### src/rtl/play_core.sv
// play_core: playback engine that reads a length-prefixed sample image from SDRAM
// (length word at base, samples at base+1..base+len) through a small prefetch FIFO
// and streams the samples to the audio DAC path over a valid/ready handshake.
// Optional build macro PLAY_LOOP_EN: replay the image endlessly until play_stop.
module play_core #(
  parameter int FIFO_DEPTH = 4,
  parameter int ADDR_W     = 23
) (
  input  logic              i_clk,
  input  logic              i_rst_n,
  input  logic              play_start,
  input  logic [ADDR_W-1:0] play_select,
  input  logic              play_pause,
  input  logic              play_stop,
  output logic              play_done,
  output logic              play_read,
  output logic [ADDR_W-1:0] play_addr,
  input  logic [31:0]       play_readdata,
  input  logic              play_sdram_finished,
  output logic [31:0]       play_audio_data,
  output logic              play_audio_valid,
  input  logic              play_audio_ready
);

  localparam int PW = $clog2(FIFO_DEPTH);
  localparam logic [PW:0] FULL_COUNT = (PW+1)'(FIFO_DEPTH);

  // ABORT parks the engine after a stop until the read already in flight
  // has been acknowledged, so the SDRAM port never sees a dropped request.
  typedef enum logic [2:0] {
    S_IDLE,
    S_READ_LEN,
    S_STREAM,
    S_DRAIN,
    S_ABORT
  } state_t;

  state_t            state_q;
  logic [ADDR_W-1:0] base_q;
  logic [ADDR_W-1:0] len_q;
  logic [ADDR_W-1:0] ptr_q;
  logic [ADDR_W-1:0] remaining_q;
  logic [ADDR_W-1:0] addr_q;
  logic              read_q;
  logic              done_q;

  logic [31:0]       fifoMem [FIFO_DEPTH];
  logic [PW-1:0]     wr_q;
  logic [PW-1:0]     rd_q;
  logic [PW:0]       count_q;
  logic [PW:0]       count_d;

  logic              push;
  logic              pop;
  logic              canIssue;
  logic              unusedBits;

  assign play_read  = read_q;
  assign play_addr  = addr_q;
  assign play_done  = done_q;

  // Output is gated by pause; data is forced to zero whenever nothing is offered.
  assign play_audio_valid = (count_q != '0) && !play_pause;
  assign play_audio_data  = play_audio_valid ? fifoMem[rd_q] : '0;
  assign pop              = play_audio_valid && play_audio_ready;

  // A returning sample read is kept unless a stop arrives in the same cycle.
  assign push    = (state_q == S_STREAM) && read_q && play_sdram_finished && !play_stop;
  assign count_d = count_q + {{PW{1'b0}}, push} - {{PW{1'b0}}, pop};

  // A new request is only made with no read in flight, so count_d already
  // accounts for this cycle's pop and a full FIFO being drained can refill.
  assign canIssue = (state_q == S_STREAM) && !read_q && (remaining_q != '0) &&
                    !play_pause && (count_d < FULL_COUNT);

  // The upper data bits beyond the address width are never part of the length.
  assign unusedBits = ^{play_readdata[31:ADDR_W], len_q};

  // FIFO storage; contents need no reset because data is gated by valid.
  always_ff @(posedge i_clk) begin
    if (push) begin
      fifoMem[wr_q] <= play_readdata;
    end
  end

  // Control FSM, FIFO pointers and all registered outputs.
  always_ff @(posedge i_clk or negedge i_rst_n) begin
    if (!i_rst_n) begin
      state_q     <= S_IDLE;
      base_q      <= '0;
      len_q       <= '0;
      ptr_q       <= '0;
      remaining_q <= '0;
      addr_q      <= '0;
      read_q      <= 1'b0;
      done_q      <= 1'b0;
      wr_q        <= '0;
      rd_q        <= '0;
      count_q     <= '0;
    end else begin
      done_q  <= 1'b0;
      count_q <= count_d;
      if (push) begin
        wr_q <= wr_q + 1'b1;
      end
      if (pop) begin
        rd_q <= rd_q + 1'b1;
      end

      case (state_q)
        S_IDLE: begin
          if (play_start) begin
            base_q  <= play_select;
            addr_q  <= play_select;
            read_q  <= 1'b1;
            state_q <= S_READ_LEN;
          end
        end

        S_READ_LEN: begin
          if (play_stop) begin
            if (play_sdram_finished) begin
              read_q  <= 1'b0;
              done_q  <= 1'b1;
              state_q <= S_IDLE;
            end else begin
              state_q <= S_ABORT;
            end
          end else if (play_sdram_finished) begin
            read_q      <= 1'b0;
            len_q       <= play_readdata[ADDR_W-1:0];
            remaining_q <= play_readdata[ADDR_W-1:0];
            ptr_q       <= base_q + ADDR_W'(1);
            if (play_readdata[ADDR_W-1:0] == '0) begin
              done_q  <= 1'b1;
              state_q <= S_IDLE;
            end else begin
              state_q <= S_STREAM;
            end
          end
        end

        S_STREAM: begin
          if (play_stop) begin
            count_q <= '0;
            wr_q    <= '0;
            rd_q    <= '0;
            if (read_q && !play_sdram_finished) begin
              state_q <= S_ABORT;
            end else begin
              read_q  <= 1'b0;
              done_q  <= 1'b1;
              state_q <= S_IDLE;
            end
          end else begin
            if (canIssue) begin
              read_q <= 1'b1;
              addr_q <= ptr_q;
            end
            if (push) begin
              read_q      <= 1'b0;
              ptr_q       <= ptr_q + ADDR_W'(1);
              remaining_q <= remaining_q - ADDR_W'(1);
              if (remaining_q == ADDR_W'(1)) begin
`ifdef PLAY_LOOP_EN
                ptr_q       <= base_q + ADDR_W'(1);
                remaining_q <= len_q;
`else
                state_q     <= S_DRAIN;
`endif
              end
            end
          end
        end

        S_DRAIN: begin
          if (play_stop) begin
            count_q <= '0;
            wr_q    <= '0;
            rd_q    <= '0;
            done_q  <= 1'b1;
            state_q <= S_IDLE;
          end else if (count_q == '0) begin
            done_q  <= 1'b1;
            state_q <= S_IDLE;
          end
        end

        S_ABORT: begin
          if (play_sdram_finished) begin
            read_q  <= 1'b0;
            done_q  <= 1'b1;
            state_q <= S_IDLE;
          end
        end

        default: begin
          state_q <= S_IDLE;
          read_q  <= 1'b0;
        end
      endcase
    end
  end

endmodule

### config.mk
export PLATFORM = sky130hd
export DESIGN_NAME = play_core
export DESIGN_NICKNAME = d
export VERILOG_FILES = /design/src/rtl/play_core.sv
export SDC_FILE = /design/constraint.sdc
export NUM_CORES = 1
export LEC_CHECK = 0
export ABC_AREA = 0
export CAP_MARGIN = 5
export CORE_MARGIN = 1
export CORE_UTILIZATION = 59
export CTS_BUF_LIST = sky130_fd_sc_hd__clkbuf_8
export CTS_CLUSTER_SIZE = 40
export DETAILED_ROUTE_END_ITERATION = 16
export PLACE_DENSITY_LB_ADDON = 0.05
export SETUP_SLACK_MARGIN = 0.5
export SLEW_MARGIN = 40
export SYNTH_ARGS = -nofsm -noshare
export SYNTH_HDL_FRONTEND = slang
export SYNTH_SLANG_ARGS = --single-unit
### constraint.sdc
create_clock -name i_clk -period 4.25 [get_ports i_clk]
set_input_delay 0.85 -clock i_clk [delete_from_list [all_inputs] [get_ports i_clk]]
set_output_delay 0.85 -clock i_clk [all_outputs]
set_load 0.03 [all_outputs]
Word level (Yosys, flattened, before mapping)
Memories as Yosys holds them, arrays and structs flattened.
Index checks and enable logic that the tools add are counted.
{"block": "totals", "ff_bits": 104, "ramBits": 128, "inputBits": 62, "out_inout_bits": 58, "elab_cells": 121, "n_memories": 1}
{"name": "fifoMem", "depth": 4, "width": 32, "rd": 1, "rd_ports_with_merged_regs": 0, "wr": 1, "line_no": "47", "text": "logic [31:0] fifoMem [FIFO_DEPTH];"}
{"block": "op_classes", "addsub": 7, "magnitude_cmp": 1, "n_eq_ne": 19, "muxes": 54, "bitwise": 1, "n_reduce_logical": 28}
{"cell": "23-bit 2-to-1 mux", "n": 11}
{"cell": "23-bit case mux with 2 select lines", "n": 3}
{"cell": "23-bit by 1-bit adder with 23-bit output, second input constant", "n": 2}
{"cell": "3-bit 2-to-1 mux", "n": 13}
{"cell": "32-bit 2-to-1 mux", "n": 1}
{"cell": "23-bit by 1-bit equality test with 1-bit output, second input constant", "n": 1}
{"cell": "23-bit logical NOT", "n": 1}
{"cell": "23-bit nonzero test", "n": 1}
{"cell": "23-bit by 1-bit subtractor with 23-bit output, second input constant", "n": 1}
{"cell": "1-bit 2-to-1 mux", "n": 16}
{"cell": "3-bit case mux with 5 select lines", "n": 1}
{"cell": "2-bit 2-to-1 mux", "n": 7}
{"cell": "2-bit inequality test, second input constant", "n": 7}
{"cell": "3-bit inequality test, second input constant", "n": 4}
{"cell": "1-bit logical AND", "n": 10}
{"cell": "5-bit AND reduction", "n": 2}
{"cell": "1-bit case mux with 4 select lines", "n": 2}
{"cell": "3-bit by 2-bit equality test with 1-bit output, second input constant", "n": 2}
{"cell": "3-bit logical NOT", "n": 2}
{"cell": "6-bit AND reduction", "n": 1}
{"cell": "2-bit by 1-bit adder with 2-bit output, second input constant", "n": 2}
{"cell": "1-bit logical NOT", "n": 4}
{"cell": "4-bit inequality test, second input constant", "n": 1}
{"cell": "4-bit AND reduction", "n": 1}
{"cell": "other kinds (12)", "n": 14}

Depth between registers and ports, before layout
{"block": "depth", "ltp_word": 12, "mapped_depth": 17, "mapped_depth_nobuf": 14}

Worst setup path before layout
Ideal clock, no wire load.
{"block": "synth_timing", "path_kind": "input-to-reg", "from": "input port play_stop", "to": "register addr_q[10], in the netlist play_addr[10]", "setup_ns": 0.141, "arrival_ns": 3.654, "path_slack_ns": 0.455, "cell_stages": 15, "n_path_buf": 3, "cell_sequence": "clkbuf_1 nand2b_1 or3_1 nor2_1 xnor2_1 ha_1 inv_1 fa_1 xor2_1 xnor2_1 a21oi_1 a221oi_1 buf_2 buf_1 a31oi_1"}
{"block": "synth_via", "elab_chain_cells": 8, "elab_cells_between_ends": 9, "cone_classes": "2 x add/sub; 1 x order compare; 2 x eq/ne; 4 x reduce/logical"}
{"item": "from (decl)", "line_no": "14", "text": "input logic play_stop,"}
{"item": "1-bit logical NOT", "line_no": "68", "text": "assign push = (state_q == S_STREAM) && read_q && play_sdram_finished && !play_stop;"}
{"item": "1-bit logical AND", "line_no": "68"}
{"item": "3-bit by 1-bit adder with 3-bit output", "line_no": "69", "text": "assign count_d = count_q + {{PW{1'b0}}, push} - {{PW{1'b0}}, pop};"}
{"item": "3-bit by 1-bit subtractor with 3-bit output", "line_no": "69"}
{"item": "3-bit less-than comparator", "line_no": "74", "text": "!play_pause && (count_d < FULL_COUNT);"}
{"item": "1-bit logical AND", "line_no": "74"}
{"item": "2-bit inequality test (no line)"}
{"item": "4-bit AND reduction (no line) (*)"}
{"item": "to (signal assigned)", "line_no": "114", "text": "addr_q <= play_select;"}
{"item": "to (signal assigned)", "line_no": "158", "text": "addr_q <= ptr_q;"}
{"item": "to (decl)", "line_no": "43", "text": "logic [ADDR_W-1:0] addr_q;"}
Every way passes the cells marked *; elsewhere a longest branch is shown, timed or not.
A chain may end at the register's enable or synchronous reset.

Worst setup path after layout
{"block": "layout_timing", "from": "input port play_stop", "to": "register addr_q[4], in the netlist play_addr[4]"}
The elaborated chain is that of the path after synthesis.

==> impl_metrics.tcl <==
set metrics [dict create \
    drt_wl_total_microns 25070 \
    tns_ps 0 \
    grt_pass1_vias 8038 \
    yosysTopAreaCell "edfxtp_1" \
    layout_min_cycle_time_ps 3560 \
    area_delta_synth_final_pct 19.73 \
    crit_arrival_ps 3980 \
    cts_buffer_depth 3 \
    r2r_cells 15 \
    design.die.area_sq_um 19310 \
    synth_nets 1011 \
    outcome "finished, final reports clean" \
    hold_buffers 0 \
    portBuffers 119 \
    die_w_microns 139.0 \
    core_area_sq_um 18150 \
    layout_common_cells "edfxtp_1 (128), clkdlybuf4s50_1 (118), nand2_1 (111)" \
    synth_cells 939 \
    cts_tree "yes" \
    dieHeight_microns 139.0 \
    power.internal_mw 5.415 \
    start_kind "primary input" \
    p_clk_frac 0.212 \
    initial_core_util 0.6098 \
    pre_cts_slack_ps 171.9 \
    gr-total-overflow 0 \
    grt_start_max_net_pins 112 \
    routed-via-count 8097 \
    power.density_nw_per_um2 662.8 \
    viasPerCell 6.167 \
    ys_types 64 \
    synth-seq-cells 232 \
    yosysWarnings 0 \
    p_leak_nw 4.895 \
    seq_area_sq_um 6447 \
    gp_congestion 0.8573 \
    drt_iter0_markers 636 \
    clk_latency_ps 530 \
    finish.net_count 1127 \
    finalCritPeriodShare 0.8376 \
    ir_drop_v 0.0004706 \
    ys_seq_area_frac 0.5825 \
    required_ps 4670 \
    final_core_util 0.7301 \
    cts.root.buffer_cell "clkbuf_8" \
    cap_violations 0 \
    first_pass_iters 7 \
    skew_ps 26.30 \
    diodes 0 \
    synthArstFlopShare 0.4483 \
    drc 0 \
    layout_commonest_cell "edfxtp_1" \
    switching_power_mw 3.367 \
    fmax_mhz 280.9 \
    dpl_cell_area_sq_um 12490 \
    synth-edff-count 128 \
    yosys_most_used_dff "edfxtp_1" \
    antenna_found_initial 0 \
    setup_viol 0 \
    cts.sinks 232 \
    tightest_slew_ps 733.1 \
    swShare 0.3834 \
    cts.reportedPaths.clkPinSlew_ps 60 \
    avgSynthCellArea_sq_um 11.78 \
    multi_input_area_sq_um 4333 \
    max_slew_margin 0.5067 \
    power_mw 8.782 \
    cts_buffers 38 \
    slew_viol_final 0 \
    worst_slack_ps 690.1 \
    rows 49 \
    grt_first_pass_wirelength_microns 40680 \
    track_usage 0.2655 \
    nFillCells 1257 \
    synth.top_cell.area_share 0.3474 \
    ys_top_cells_by_area "edfxtp_1 (35%), dfrtp_1 (24%), mux4_2 (6.5%)" \
    power_frac_comb 0.390 \
    wire_per_inst_microns 19.09 \
    hp-class "in -> async" \
    num_io_pins 120 \
    rsz0062_at_grt "no" \
    htree_levels 2 \
    hold_viol_final 0 \
    dp_hpwl_microns 15940 \
    crit_fanout 24 \
    crit_path_end_kind "flip-flop" \
    crit_type "in -> reg" \
    drive_gt1_frac 0.1328 \
    final_area_sq_um 13250 \
    p_seq_frac 0.397 \
    postRouteAntennaNets 0 \
    synth_area_sq_um 11070 \
]
[Yosys cell counts, types with 4 or more instances]
library cell / instances
nor3_1: 21
buf_2: 13
buf_1: 15
a21oi_1: 49
nand3_1: 20
nor4_1: 12
o22a_1: 5
o31ai_1: 6
mux2i_1: 9
mux4_2: 32
a22oi_1: 4
dfrtp_1: 104
o21ai_0: 48
o21a_1: 4
nor2_1: 64
or3_1: 9
a221oi_1: 8
o211ai_1: 8
nand2b_1: 9
and4_1: 7
inv_1: 15
nand4_1: 17
nand2_1: 111
ha_1: 9
o22ai_1: 8
a31oi_1: 32
a2bb2oi_1: 7
edfxtp_1: 128
mux2_2: 22
a22o_1: 4
clkbuf_1: 33
and3_1: 12
and2_1: 37
nor2b_1: 4
[through the flow]
| stage | hold WS [ps] | cells |
|---|---|---|
| after detailed placement | 488.9 | 1243 |
| final | 392.2 | 1313 |
| after floorplan | 459.9 | 939 |
| after global routing | 440.5 | 1313 |
| after global placement | 481.2 | 1243 |
| after CTS | 395.0 | 1312 |
[layout make-up]
class,instances,share of cell area
clock inverters,26,0.01058
multi-input cells,629,0.3270
inverters,15,0.004250
well taps,229,0.02163
clock buffers,43,0.04467
repair buffers,139,0.1052
flip-flops and latches,232,0.4866
[state kept, by name, summed over array words and instances, names as in the netlist, 3 cells and up]
| signal | flops |
|---|---|
| fifoMem | 128 |
| ptr_q | 23 |
| play_addr | 23 |
| count_q | 3 |
| base_q | 23 |
| state_q | 3 |
| remaining_q | 23 |
[path summary, 6_finish.rpt]
path | start | endpoint | slack (ps)
max reg2reg | state_q[0] | play_addr[4] | 760
max in group asynchronous | i_rst_n | play_addr[4] | 3010
min in group i_clk | remaining_q[6] | remaining_q[6] | 500
min | i_rst_n | base_q[11] | 390
min reg2reg | remaining_q[6] | remaining_q[6] | 500
max | play_stop | play_addr[4] | 690
[critical path: stages]
cell and delay (ps):
clkdlybuf4s50_1 410, nand2b_1 180, or3_1 390, nor2_2 170, xnor2_1 150, ha_1 170, inv_1 50, fa_1 370
xor2_1 160, xnor2_1 180, a21oi_1 130, a221oi_4 340, buf_12 220, nor2_1 50, a31oi_1 150
[per-layer routing]
metal	GRT usage	part of all wire
met1	0.3316	0.41
met2	0.4732	0.52
met3	0.04109	0.051
met4	0.08947	0.020
met5	0	0
[power by group through the flow]
stage	Sequential, mW	Combinational (mW)	Clock (mW)
global placement	3.50	3.33	0
floorplan	3.50	2.29	0
global route	3.57	3.75	1.99
finish	3.49	3.43	1.86
detailed placement	3.51	3.40	0
CTS	3.48	3.41	1.90
[cell families after synthesis]
family,count (synthesis),synth area share
xor+xnor,5,0.003958
flops,232,0.5825
mux,63,0.09566
buf+inv,78,0.02928
compound gates,215,0.1263
fa+ha+maj,10,0.01199
simple gates,336,0.1503
[timing repair]
action	4_1_cts	5_1_grt
setup endpoints to repair	0	1
buffers inserted	0	0
resized for setup	0	1
Note: power is estimated with default switching activity, not from simulation.
